[config.mk]
export PLATFORM = sky130hd
export DESIGN_NAME = serial_cmp_cascade
export DESIGN_NICKNAME = d
export VERILOG_FILES = /design/src/rtl/serial_cmp_cascade.sv
export SDC_FILE = /design/constraint.sdc
export NUM_CORES = 1
export LEC_CHECK = 0
export BUFFER_PORTS_ARGS = -buffer_cell sky130_fd_sc_hd__buf_2
export CAP_MARGIN = 15
export CELL_PAD_IN_SITES_DETAIL_PLACEMENT = 2
export CELL_PAD_IN_SITES_GLOBAL_PLACEMENT = 2
export CORE_MARGIN = 2
export CORE_UTILIZATION = 30
export DETAILED_ROUTE_END_ITERATION = 10
export GPL_TIMING_DRIVEN = 0
export PLACE_DENSITY_LB_ADDON = 0.1
export SLEW_MARGIN = 20
export SYNTH_ARGS = -nofsm -noshare
export SYNTH_HDL_FRONTEND = slang
export SYNTH_SLANG_ARGS = --single-unit
[constraint.sdc]
create_clock -name clk -period 2.4 [get_ports clk]
set_input_delay 0.72 -clock clk [delete_from_list [all_inputs] [get_ports clk]]
set_output_delay 0.72 -clock clk [all_outputs]
set_load 0.05 [all_outputs]
[src/rtl/serial_cmp_cascade.sv]
// Digit-serial magnitude comparator with 7485-style cascade inputs.
// Processes one 4-bit digit per clock, least significant first, so the top digit has the final say.
module serial_cmp_cascade #(
  parameter int NIBBLES = 4
) (
  input  logic                 clk,
  input  logic                 rst,
  input  logic                 start,
  input  logic [4*NIBBLES-1:0] a_in,
  input  logic [4*NIBBLES-1:0] b_in,
  input  logic                 ia_lt_b,
  input  logic                 ia_eq_b,
  input  logic                 ia_gt_b,
  output logic                 busy,
  output logic                 done,
  output logic                 oa_lt_b,
  output logic                 oa_eq_b,
  output logic                 oa_gt_b
);

  localparam int W    = 4 * NIBBLES;
  localparam int IDXW = (NIBBLES > 1) ? $clog2(NIBBLES) : 1;
  localparam logic [IDXW-1:0] LAST_IDX = IDXW'(NIBBLES - 1);

  localparam logic [1:0] ST_IDLE = 2'd0;
  localparam logic [1:0] ST_CMP  = 2'd1;
  localparam logic [1:0] ST_DONE = 2'd2;

  logic [1:0]      r_state;
  logic [W-1:0]    r_a;
  logic [W-1:0]    r_b;
  logic [IDXW-1:0] r_idx;
  logic            r_eq;
  logic            r_gt;
  logic            r_lt;
  logic            r_oaLt;
  logic            r_oaEq;
  logic            r_oaGt;

  logic [3:0] w_aDig;
  logic [3:0] w_bDig;
  logic       w_digEq;
  logic       w_digGt;
  logic       w_digLt;
  logic       w_eqNext;
  logic       w_gtNext;
  logic       w_ltNext;

  assign w_aDig  = 4'(r_a >> {r_idx, 2'b00});
  assign w_bDig  = 4'(r_b >> {r_idx, 2'b00});
  assign w_digEq = (w_aDig == w_bDig);
  assign w_digGt = (w_aDig > w_bDig);
  assign w_digLt = (w_aDig < w_bDig);

  // A differing digit overrides everything below it; an equal digit passes the lower verdict up.
  assign w_eqNext = w_digEq & r_eq;
  assign w_gtNext = w_digGt | (w_digEq & r_gt);
  assign w_ltNext = w_digLt | (w_digEq & r_lt);

  always_ff @(posedge clk) begin
    if (rst) begin
      r_state <= ST_IDLE;
      r_a     <= '0;
      r_b     <= '0;
      r_idx   <= '0;
      r_eq    <= 1'b0;
      r_gt    <= 1'b0;
      r_lt    <= 1'b0;
      r_oaLt  <= 1'b0;
      r_oaEq  <= 1'b0;
      r_oaGt  <= 1'b0;
    end else begin
      case (r_state)
        ST_IDLE: begin
          if (start) begin
            r_a     <= a_in;
            r_b     <= b_in;
            r_idx   <= '0;
            r_eq    <= ia_eq_b;
            r_gt    <= ~(ia_lt_b | ia_eq_b);
            r_lt    <= ~(ia_gt_b | ia_eq_b);
            r_state <= ST_CMP;
          end
        end
        ST_CMP: begin
          r_eq <= w_eqNext;
          r_gt <= w_gtNext;
          r_lt <= w_ltNext;
          // The last digit's verdict goes straight to the outputs so DONE follows without a gap.
          if (r_idx == LAST_IDX) begin
            r_oaLt  <= w_ltNext;
            r_oaEq  <= w_eqNext;
            r_oaGt  <= w_gtNext;
            r_state <= ST_DONE;
          end else begin
            r_idx <= r_idx + IDXW'(1);
          end
        end
        ST_DONE: begin
          r_state <= ST_IDLE;
        end
        default: begin
          r_state <= ST_IDLE;
        end
      endcase
    end
  end

  assign busy    = (r_state != ST_IDLE);
  assign done    = (r_state == ST_DONE);
  assign oa_lt_b = r_oaLt;
  assign oa_eq_b = r_oaEq;
  assign oa_gt_b = r_oaGt;

endmodule

==> flow_summary.yaml <==
placement:
  detailed_place_hpwl_um: 4060
  placedInstanceArea_um2: 2190
  place.port_buffers: 41
  routabilityCongestion: 0.709
critical_path:
  cp_data_arrival_time_ns: 2.41
  required_ns: 2.56
  crit_fanout: 9
  timing_worst_setup_path_type: "flip-flop to flip-flop"
  startpoint_type: "flip-flop"
  timing.critical_path.slowest_stage_cell: "sky130_fd_sc_hd__mux4_2"
  critical-path-top-delay-family: "multiplexers"
  timing.critical_path.cells: "buf_4, mux4_2, ha_1, and4_1, a221oi_2, o22ai_1"
  critPathCaptureType: "flip-flop"
  critical-path-max-stage-delay_ns: 0.52
  critical_path_buf_inv_count: 1
floorplan:
  placement_rows: 28
  dieHeight_um: 83.3
  floorplan.die.width_um: 83.3
  fp.coreArea_um2: 5990
  die_area_um2: 6940
  top_level_ports: 43
  start_util: 0.315
detailed_routing:
  route.detailed.drc: 0
  router_iterations_before_antenna_repair: 4
  final_antenna_net_count: 0
  vias: 1675
  post_drt_wl_per_cell_um: 15.3
  finalWirelength_um: 5220
  via_per_inst: 4.91
  drtIter0Drc: 39
layout:
  postLayoutCellArea_um2: 2310
  seqCellArea_um2: 841
  finish.net_count: 309
  layout.filler_cells: 712
  multi_input_area_um2: 938
  syn2layout_area_growth_pct: 22.6
  final_layout_size_suffix_gt1_frac: 0.274
  antenna_cell_count: 0
  leading_cell_type_in_the_layout_fill_and_taps_excluded: "sky130_fd_sc_hd__nand2_1"
  commonest_cells_after_routing_fill_and_taps_aside: "sky130_fd_sc_hd__nand2_1, sky130_fd_sc_hd__buf_2, sky130_fd_sc_hd__dfxtp_1"
logic_synthesis:
  ys.warnings.count: 0
  count_of_different_cell_masters_after_synthesis: 33
  synth.yosys.seq_area_share: 0.445
  synth_area_um2: 1890
  synth.ff_latch_count: 42
  postSynthCellCount: 218
  synth_nets: 261
  synthesis.area_per_instance_um2: 8.66
cts:
  numClockSinks: 42
  clockRootBuffer: "sky130_fd_sc_hd__clkbuf_8"
  cts_made_buffers: 5
  htree_levels: 2
  path_clk_slew_ns: 0.08
  worst_skew_pair.late_latency_ns: 0.30
  holdBufCountCts: 0
  cts_setup_buffers: 0
  clock_path_buffers: 2
  cts_tree: "done"
timing:
  maxSlewViolCount: 0
  fmax_ghz: 0.444
  fin_crit_ns: 2.25
  timing_hold_violations_final: 0
  min_period_over_period: 0.938
  maxSlewHeadroom: 0.538
  rsz0062_at_grt: "no"
  worst_pin_slew_ns: 0.690
  finalSetupViolCount: 0
  clock-skew-final_ns: 0.0104
global_route:
  antenna_found_initial: 0
  grt_remaining_overflow: 0
  grt_pass1_vias: 1773
  track_usage: 0.162
  grt_pass1_wl_um: 8780
  grt_max_degree: 13
hold_path:
  holdCritPathClass: "flip-flop to flip-flop"
outcome:
  status: "completed"
pwr:
  peakVddDrop_uv: 261
  leakagePower_nw: 0.958
  report.power.total_w: 0.00160
  p_per_area_nw_per_um2: 693
flow_run:
  maxCapViolCount: 0
## stage by stage
stage                      util  setup TNS (ns)  setup slack (ns)  std cells  hold slack [ns]
after floorplan               -               0             0.251        218            0.433
after global placement    0.365          -0.126           -0.0650        334            0.443
after detailed placement  0.365          -0.195            -0.105        334            0.451
after CTS                 0.386               0            0.0433        341            0.463
after global routing      0.386               0           0.00365        341            0.480
final                     0.386               0             0.149        341            0.463
## cell type report
class	instances	share of cell area
tap	75	0.0405
inverter	4	0.00649
clock inverter	1	0.0130
sequential	42	0.363
timing repair buffer	41	0.0886
buffer	16	0.0470
multi-input combinational	156	0.405
clock buffer	6	0.0357
## per-layer routing
layer	wire length (um)	GRT usage	vias to the layer above
met4	51	0.0447	0
met1	2330	0.197	809
met3	186	0.0408	6
li1	-	-	832
met5	0	0	-
met2	2650	0.282	28
## final timing paths
check        slack (ns)  startpoint       to  depth (start not counted)
min                0.46     r_b[10]  r_b[10]                          2
min reg2reg        0.46     r_b[10]  r_b[10]                          2
max                0.15    r_idx[1]     r_lt                          6
max reg2reg        0.15    r_idx[1]     r_lt                          6
## where the power goes
group | leakage, nW | switching (W) | internal (W)
clock | 0.0573 | 0.000236 | 0.000333
sequential | 0.344 | 0.0000236 | 0.000739
combinational | 0.556 | 0.000152 | 0.000120
total | 0.958 | 0.000411 | 0.00119
## tightest hold or removal path: stages, from the launching register on
cell	delay, ns
sky130_fd_sc_hd__dfxtp_1	0.31
sky130_fd_sc_hd__nand2_1	0.05
sky130_fd_sc_hd__a21oi_1	0.05
## cells in the mapped netlist, drive strengths merged
master	number	area share
mux2i	1	0.0053
clkbuf	5	0.011
nor2	10	0.020
or3	1	0.0033
nor2b	2	0.0066
and2b	1	0.0040
or3b	2	0.0093
nor3b	5	0.023
nand2b	2	0.0066
a22oi	1	0.0040
inv	4	0.0079
mux4	8	0.095
nand4	1	0.0033
buf	11	0.042
o22ai	1	0.0033
a211oi	2	0.0079
ha	5	0.033
or2	1	0.0033
and4	1	0.0046
o21ai	2	0.0053
a21oi	35	0.093
and2	1	0.0033
nand2	67	0.13
a41o	2	0.011
dfxtp	42	0.45
a221oi	1	0.0046
nand3	2	0.0053
nor3	2	0.0053
## registers in the layout, indices dropped and copies added, names as in the netlist, 2 cells and up
signal and count:
r_b 16, r_idx 2, r_a 16, r_state 2
## timing repair
action / 4_1_cts / 5_1_grt
pin swaps: 0 / 1
endpoints found under the setup margin: 2 / 4
resized for setup: 3 / 2
cloned: 0 / 0
## logic make-up (layout without fill, tap and decap cells)
| kind of cell | count (synthesis) | in the layout | synth area share |
|---|---|---|---|
| flip-flops | 42 | 42 | 0.445 |
| AO/OA/AOI/OAI | 44 | 44 | 0.129 |
| multiplexers | 9 | 9 | 0.101 |
| buffers and inverters | 20 | 68 | 0.0610 |
| AND/OR/NAND/NOR | 98 | 98 | 0.231 |
| adder cells (fa/ha/maj) | 5 | 5 | 0.0331 |
(Power assumes the default switching activity.)
